$ cat src/rtl/mod_updown_counter.sv
// WIDTH-bit synchronous up/down counter with modulus MAX_VALUE+1, load, clear and tc/zero/wrap flags.
// Define COUNTER_SATURATE_EN to pin at 0/MAX_VALUE instead of wrapping.
module mod_updown_counter #(
    parameter int unsigned WIDTH     = 8,
    parameter int unsigned MAX_VALUE = (2 ** WIDTH) - 1
) (
    input  logic             clk,
    input  logic             reset_n,
    input  logic             en,
    input  logic             up_dn,
    input  logic             load,
    input  logic [WIDTH-1:0] load_val,
    input  logic             clr,
    output logic [WIDTH-1:0] q,
    output logic             tc,
    output logic             zero,
    output logic             wrap
);

    localparam logic [WIDTH-1:0] MAX_Q = WIDTH'(MAX_VALUE);
    localparam logic [WIDTH-1:0] ONE_Q = WIDTH'(1);

    logic [WIDTH-1:0] q_q, q_d;
    logic             wrap_q, wrap_d;
    logic             over_max;
    logic [WIDTH-1:0] load_clamped;

    // A full-range modulus can never exceed MAX_Q, so skip the range compares entirely.
    if (MAX_VALUE == (2 ** WIDTH) - 1) begin : g_full_range
        assign over_max     = 1'b0;
        assign load_clamped = load_val;
    end else begin : g_partial_range
        assign over_max     = (q_q > MAX_Q);
        assign load_clamped = (load_val > MAX_Q) ? MAX_Q : load_val;
    end

    always_comb begin
        // NOTE: every always_comb output gets a default first so no path infers a latch.
        q_d    = q_q;
        wrap_d = 1'b0;
        if (clr) begin
            q_d = '0;
        end else if (load) begin
            q_d = load_clamped;
        end else if (en) begin
            if (over_max) begin
                q_d = '0;
            end else if (up_dn) begin
                if (q_q == MAX_Q) begin
`ifdef COUNTER_SATURATE_EN
                    q_d = MAX_Q;
`else
                    q_d    = '0;
                    wrap_d = 1'b1;
`endif
                end else begin
                    q_d = q_q + ONE_Q;
                end
            end else begin
                if (q_q == '0) begin
`ifdef COUNTER_SATURATE_EN
                    q_d = '0;
`else
                    q_d    = MAX_Q;
                    wrap_d = 1'b1;
`endif
                end else begin
                    q_d = q_q - ONE_Q;
                end
            end
        end
    end

    always_ff @(posedge clk or negedge reset_n) begin
        // NOTE: sequential state uses non-blocking assignments so every flop samples pre-edge values.
        if (!reset_n) begin
            q_q    <= '0;
            wrap_q <= 1'b0;
        end else begin
            q_q    <= q_d;
            wrap_q <= wrap_d;
        end
    end

    assign q    = q_q;
    assign wrap = wrap_q;
    assign zero = (q_q == '0);
    assign tc   = en && ((up_dn && (q_q == MAX_Q)) || (!up_dn && (q_q == '0)));

endmodule
$ cat config.mk
export PLATFORM = sky130hd
export DESIGN_NAME = mod_updown_counter
export DESIGN_NICKNAME = d
export VERILOG_FILES = /design/src/rtl/mod_updown_counter.sv
export SDC_FILE = /design/constraint.sdc
export NUM_CORES = 1
export LEC_CHECK = 0
export ABC_AREA = 0
export BUFFER_PORTS_ARGS = -buffer_cell sky130_fd_sc_hd__buf_2
export CAP_MARGIN = 10
export CORE_MARGIN = 3
export CORE_UTILIZATION = 52
export DETAILED_ROUTE_END_ITERATION = 8
export PLACE_DENSITY = 0.9
export REMOVE_ABC_BUFFERS = 1
export SLEW_MARGIN = 5
export SYNTH_ARGS = -nofsm -noshare
export SYNTH_HDL_FRONTEND = slang
export SYNTH_SLANG_ARGS = --single-unit
$ cat constraint.sdc
create_clock -name clk -period 1.73 [get_ports clk]
set_input_delay 0.4325 -clock clk [delete_from_list [all_inputs] [get_ports clk]]
set_output_delay 0.4325 -clock clk [all_outputs]
set_load 0.005 [all_outputs]
* Yosys cells after proc, flatten, opt, wreduce, memory -nomap -nowiden
Cells that the tools add are included.
Cells by class: $add $sub $neg 2, multipliers 0, divide/modulo/power cells 0, order comparisons 0, eq/ne operators 1, shifts and indexed selects 0, multiplexer cells 12, bitwise logic cells 0, reduce and logical (&&, ||, !) cells 7
Operators with widths (count):
- 8-bit 2-to-1 mux | 6
- 8-bit by 1-bit adder with 8-bit output (second input constant) | 1
- 8-bit equality test (second input constant) | 1
- 8-bit logical NOT | 1
- 8-bit by 1-bit subtractor with 8-bit output (second input constant) | 1
- 1-bit 2-to-1 mux | 6
- 1-bit logical AND | 3
- 3-bit nonzero test | 1
- 1-bit logical NOT | 1
- 1-bit logical OR | 1
Word-level totals: register bits after elaboration 9, bits in latches 0, RAM bits 0, bits in read-only memories 0, output and inout port bits 11, memories 0

* Logic depth before layout (Yosys ltp)
word-level depth 6, mapped depth 6, depth with buffers taken out 6

* Least setup slack after synthesis
OpenSTA, ideal clock, no wires.
path type register -> output, start register q_q[2] (netlist: q[2]), end output tc, arrival 1.193 ns, required time 1.297 ns, slack 0.105 ns, cell stages (with the launch flop) 6, path buffers 1, cell sequence dfrtp_1 buf_4 nor4_2 nand3_1 o31ai_1 and2_1
On the way: word-level cells in the longest chain between the ends 4, elaborated cells between the ends (all ways) 6
RTL lines:
- from (decl) | line 23 | logic [WIDTH-1:0] q_q, q_d;
- from (signal assigned) | line 80 | q_q <= q_d;
- 8-bit equality test or 8-bit logical NOT (tied branches) | line 88 | assign tc = en && ((up_dn && (q_q == MAX_Q)) || (!up_dn && (q_q == '0)));
- 1-bit logical AND | line 88
- 1-bit logical OR * | line 88
- 1-bit logical AND * | line 88
- to (decl) | line 15 | output logic tc,
Mark *: on every way between the ends. The rest lies on a longest branch, timed or not.

* Final worst setup path
start register q_q[1] (netlist: q[1]), end output tc
The elaborated chain is that of the path after synthesis.

==> results.ini <==
[sta]
worst_slew_pin_slew_ns = 0.2987
fin_ws_ns = -0.2074
grt_setup_unrepaired = yes
skew_ns = 0.005910
period_share_pct = 112.0
max-slew-margin-rel_pct = 79.95
max_freq_mhz = 516.2
min_period_ns = 1.937
setup-violations-final = 2
setup_tns_ns = -0.3572
maxSlewViolCount = 0
finalHoldViolations = 3
hold_slack_ns = -0.0009639

[critical_path]
critPathKind = reg2out
r2r-end = q[4]$_DFFE_PN0P_
cp-start-kind = flip-flop
cp_slowest_stage_delay_ns = 0.44
cp.required_ns = 1.30
rrSetupSlack_ns = 0.03
crit_arrival_ns = 1.50
cpMaxStageDelayCell = dfrtp_1
rr_worst_depth = 7
crit_start = q[1]$_DFFE_PN0P_
path_cells = ha_2 > nand3_2 > o31ai_4 > and2_1 > buf_2
path_max_fanout = 4
cp-end-kind = output port
reg2reg_from = q[0]$_DFFE_PN0P_

[place]
hpwl_mm = 2.228
placed_cell_area_mm2 = 0.001172
dp.cells = 168
numPortBuffers = 24
place.gp.congestion = 1.005

[synth]
synth-main-ff-cell = dfrtp_1
async_flop_share_pct = 100.0
synth_top_family_by_area = simple AND/OR/NAND/NOR gates
ys_types = 48
yosys.area.top_type = dfrtp_1
synth.area.mux_share_pct = 2.057
synth_most_common_cell = dfrtp_1
synth-edff-count = 0
synthAdderAreaFrac_pct = 3.856
yosysSeqAreaShare_pct = 23.14
synth.cells.most_frequent = dfrtp_1, a21oi_1, inv_1, nand3_1, nor2_1
yosysWarnings = 0
synth_compound_area_share_pct = 26.99
yosysTopAreaCellShare_pct = 23.14
post_synth_instance_area_um2 = 973.4
synth-simple-area-share_pct = 27.25
netlist_top_cells_area = dfrtp_1, buf_6, a21oi_1
synth-xor-area-share_pct = 5.398
syn-instance-count = 111
ys_ff_latch = 9
synth.avg_cell_area_um2 = 8.770

[global_routing]
grt_max_degree = 14
grt.total_usage_pct = 27.43
grt_pass1_vias = 1146
grt_antenna_before_repair = 0
grt_pass1_wl_mm = 5.181
overflow = 0

[clock_tree]
cts_sinks = 9
path_clk_slew_ns = 0.07
numCtsBuffers = 3
insertion_delay_ns = 0.28
cts_tree = done
clockBufferDepth = 2
cts-hold-fix-buffers = 0
root_buffer = clkbuf_4
h-tree-depth = 1

[power_and_ir_drop]
power_density_mw_per_mm2 = 595.5
peakVddDrop_v = 0.0004595
power_leakage_nw = 0.6067

[detailed_routing]
wl_per_cell_um = 19.03
first_pass_iters = 4
drc = 0
viasPerCell = 6.302
drt-total-wl_mm = 3.463
antenna_left = 0
drtIter0Drc = 53
dr_total_vias = 1147

[finish]
stdcell_count = 182
drive_gt1_share_pct = 52.23
fin_area_mm2 = 0.001366
layout.nets = 175
utilization_pct = 78.28
diodes = 0
syn2layout_area_growth_pct = 40.36

[floorplan]
rows = 15
start_util_pct = 55.77
num_io_pins = 25
die_h_um = 49.27
die-area_mm2 = 0.002427
coreArea_mm2 = 0.001745
dieWidth_um = 49.27

[run_status]
violations = hold timing, setup timing
status = complete, but fails checks

[run]
drv_cap = 0

[hold_path]
min_path_type = in2async

-- worst max path at each step --
stage | cells past startpoint | slack (ns) | endpoint
CTS | 5 | -0.19 | tc
floorplan | 4 | 0.11 | tc
global route | 5 | -0.29 | tc
global placement | 6 | 0.07 | q[4]$_DFFE_PN0P_
finish | 5 | -0.21 | tc
detailed placement | 5 | 0.02 | tc
-- cell usage in the layout (no fill, tap or decap), types with 3 or more instances in the layout --
cell type,n
nand3_1,4
buf_2,24
o21ai_1,3
dfrtp_1,4
a21o_1,3
nor2_1,6
nand2_1,5
buf_4,27
inv_1,4
clkbuf_4,3
nor3_1,3
dfrtp_2,5
xnor2_1,4
a21oi_1,8
nor3b_1,3
-- layout make-up --
type / instances / area, um2
Fill cell: 125 / 379.1
Timing Repair Buffer: 52 / 334.1
Inverter: 6 / 22.52
Clock buffer: 4 / 26.28
Sequential cell: 9 / 231.5
Tap cell: 25 / 31.28
Multi-Input combinational cell: 86 / 720.7
-- worst max-delay path: cells and delay by family (launching register included) --
family	cells	cell delay (ns)
simple gates	2	0.26
compound gates	1	0.19
flops	1	0.44
fa+ha+maj	1	0.23
buf+inv	1	0.11
-- state kept, by name, summed over array words and instances, names as in the netlist --
register,count
q,8
wrap,1
-- cell families after synthesis --
logic type | Yosys count
multiplexers | 2
AND/OR/NAND/NOR | 41
XOR/XNOR | 6
adder cells (fa/ha/maj) | 3
buffers and inverters | 16
flip-flops | 9
AO/OA/AOI/OAI | 34
-- through the flow --
step | total power, mW | setup slack [ns]
floorplan | 0.4148 | 0.1060
global placement | 0.5333 | 0.07151
detailed placement | 0.5499 | 0.01780
CTS | 0.7632 | -0.1917
global route | 0.8523 | -0.2937
finish | 0.8136 | -0.2074
-- report_power, final --
part / leakage (nW) / total [mW] / internal [mW] / switching (mW)
Sequential: 0.111 / 0.254 / 0.228 / 0.0269
Clock: 0.0150 / 0.184 / 0.0897 / 0.0938
Combinational: 0.480 / 0.376 / 0.184 / 0.192
-- metal layers --
layer | global-route usage, % | part of all wire, % | up-vias | routed length [um]
met5 | 0 | 0 | - | 0
met4 | 18.01 | 3.9 | 0 | 136
met3 | 4.281 | 6.3 | 22 | 217
met2 | 45.98 | 51 | 72 | 1778
met1 | 31.90 | 38 | 547 | 1332
li1 | - | - | 506 | -
-- repair_timing --
action | 4_1_cts | 5_1_grt
pin swaps | 7 | 8
endpoints found under the hold margin | 0 | 0
setup buffers | 6 | 4
endpoints found under the setup margin | 2 | 7
gates resized for setup | 12 | 10
(Power assumes the default switching activity.)
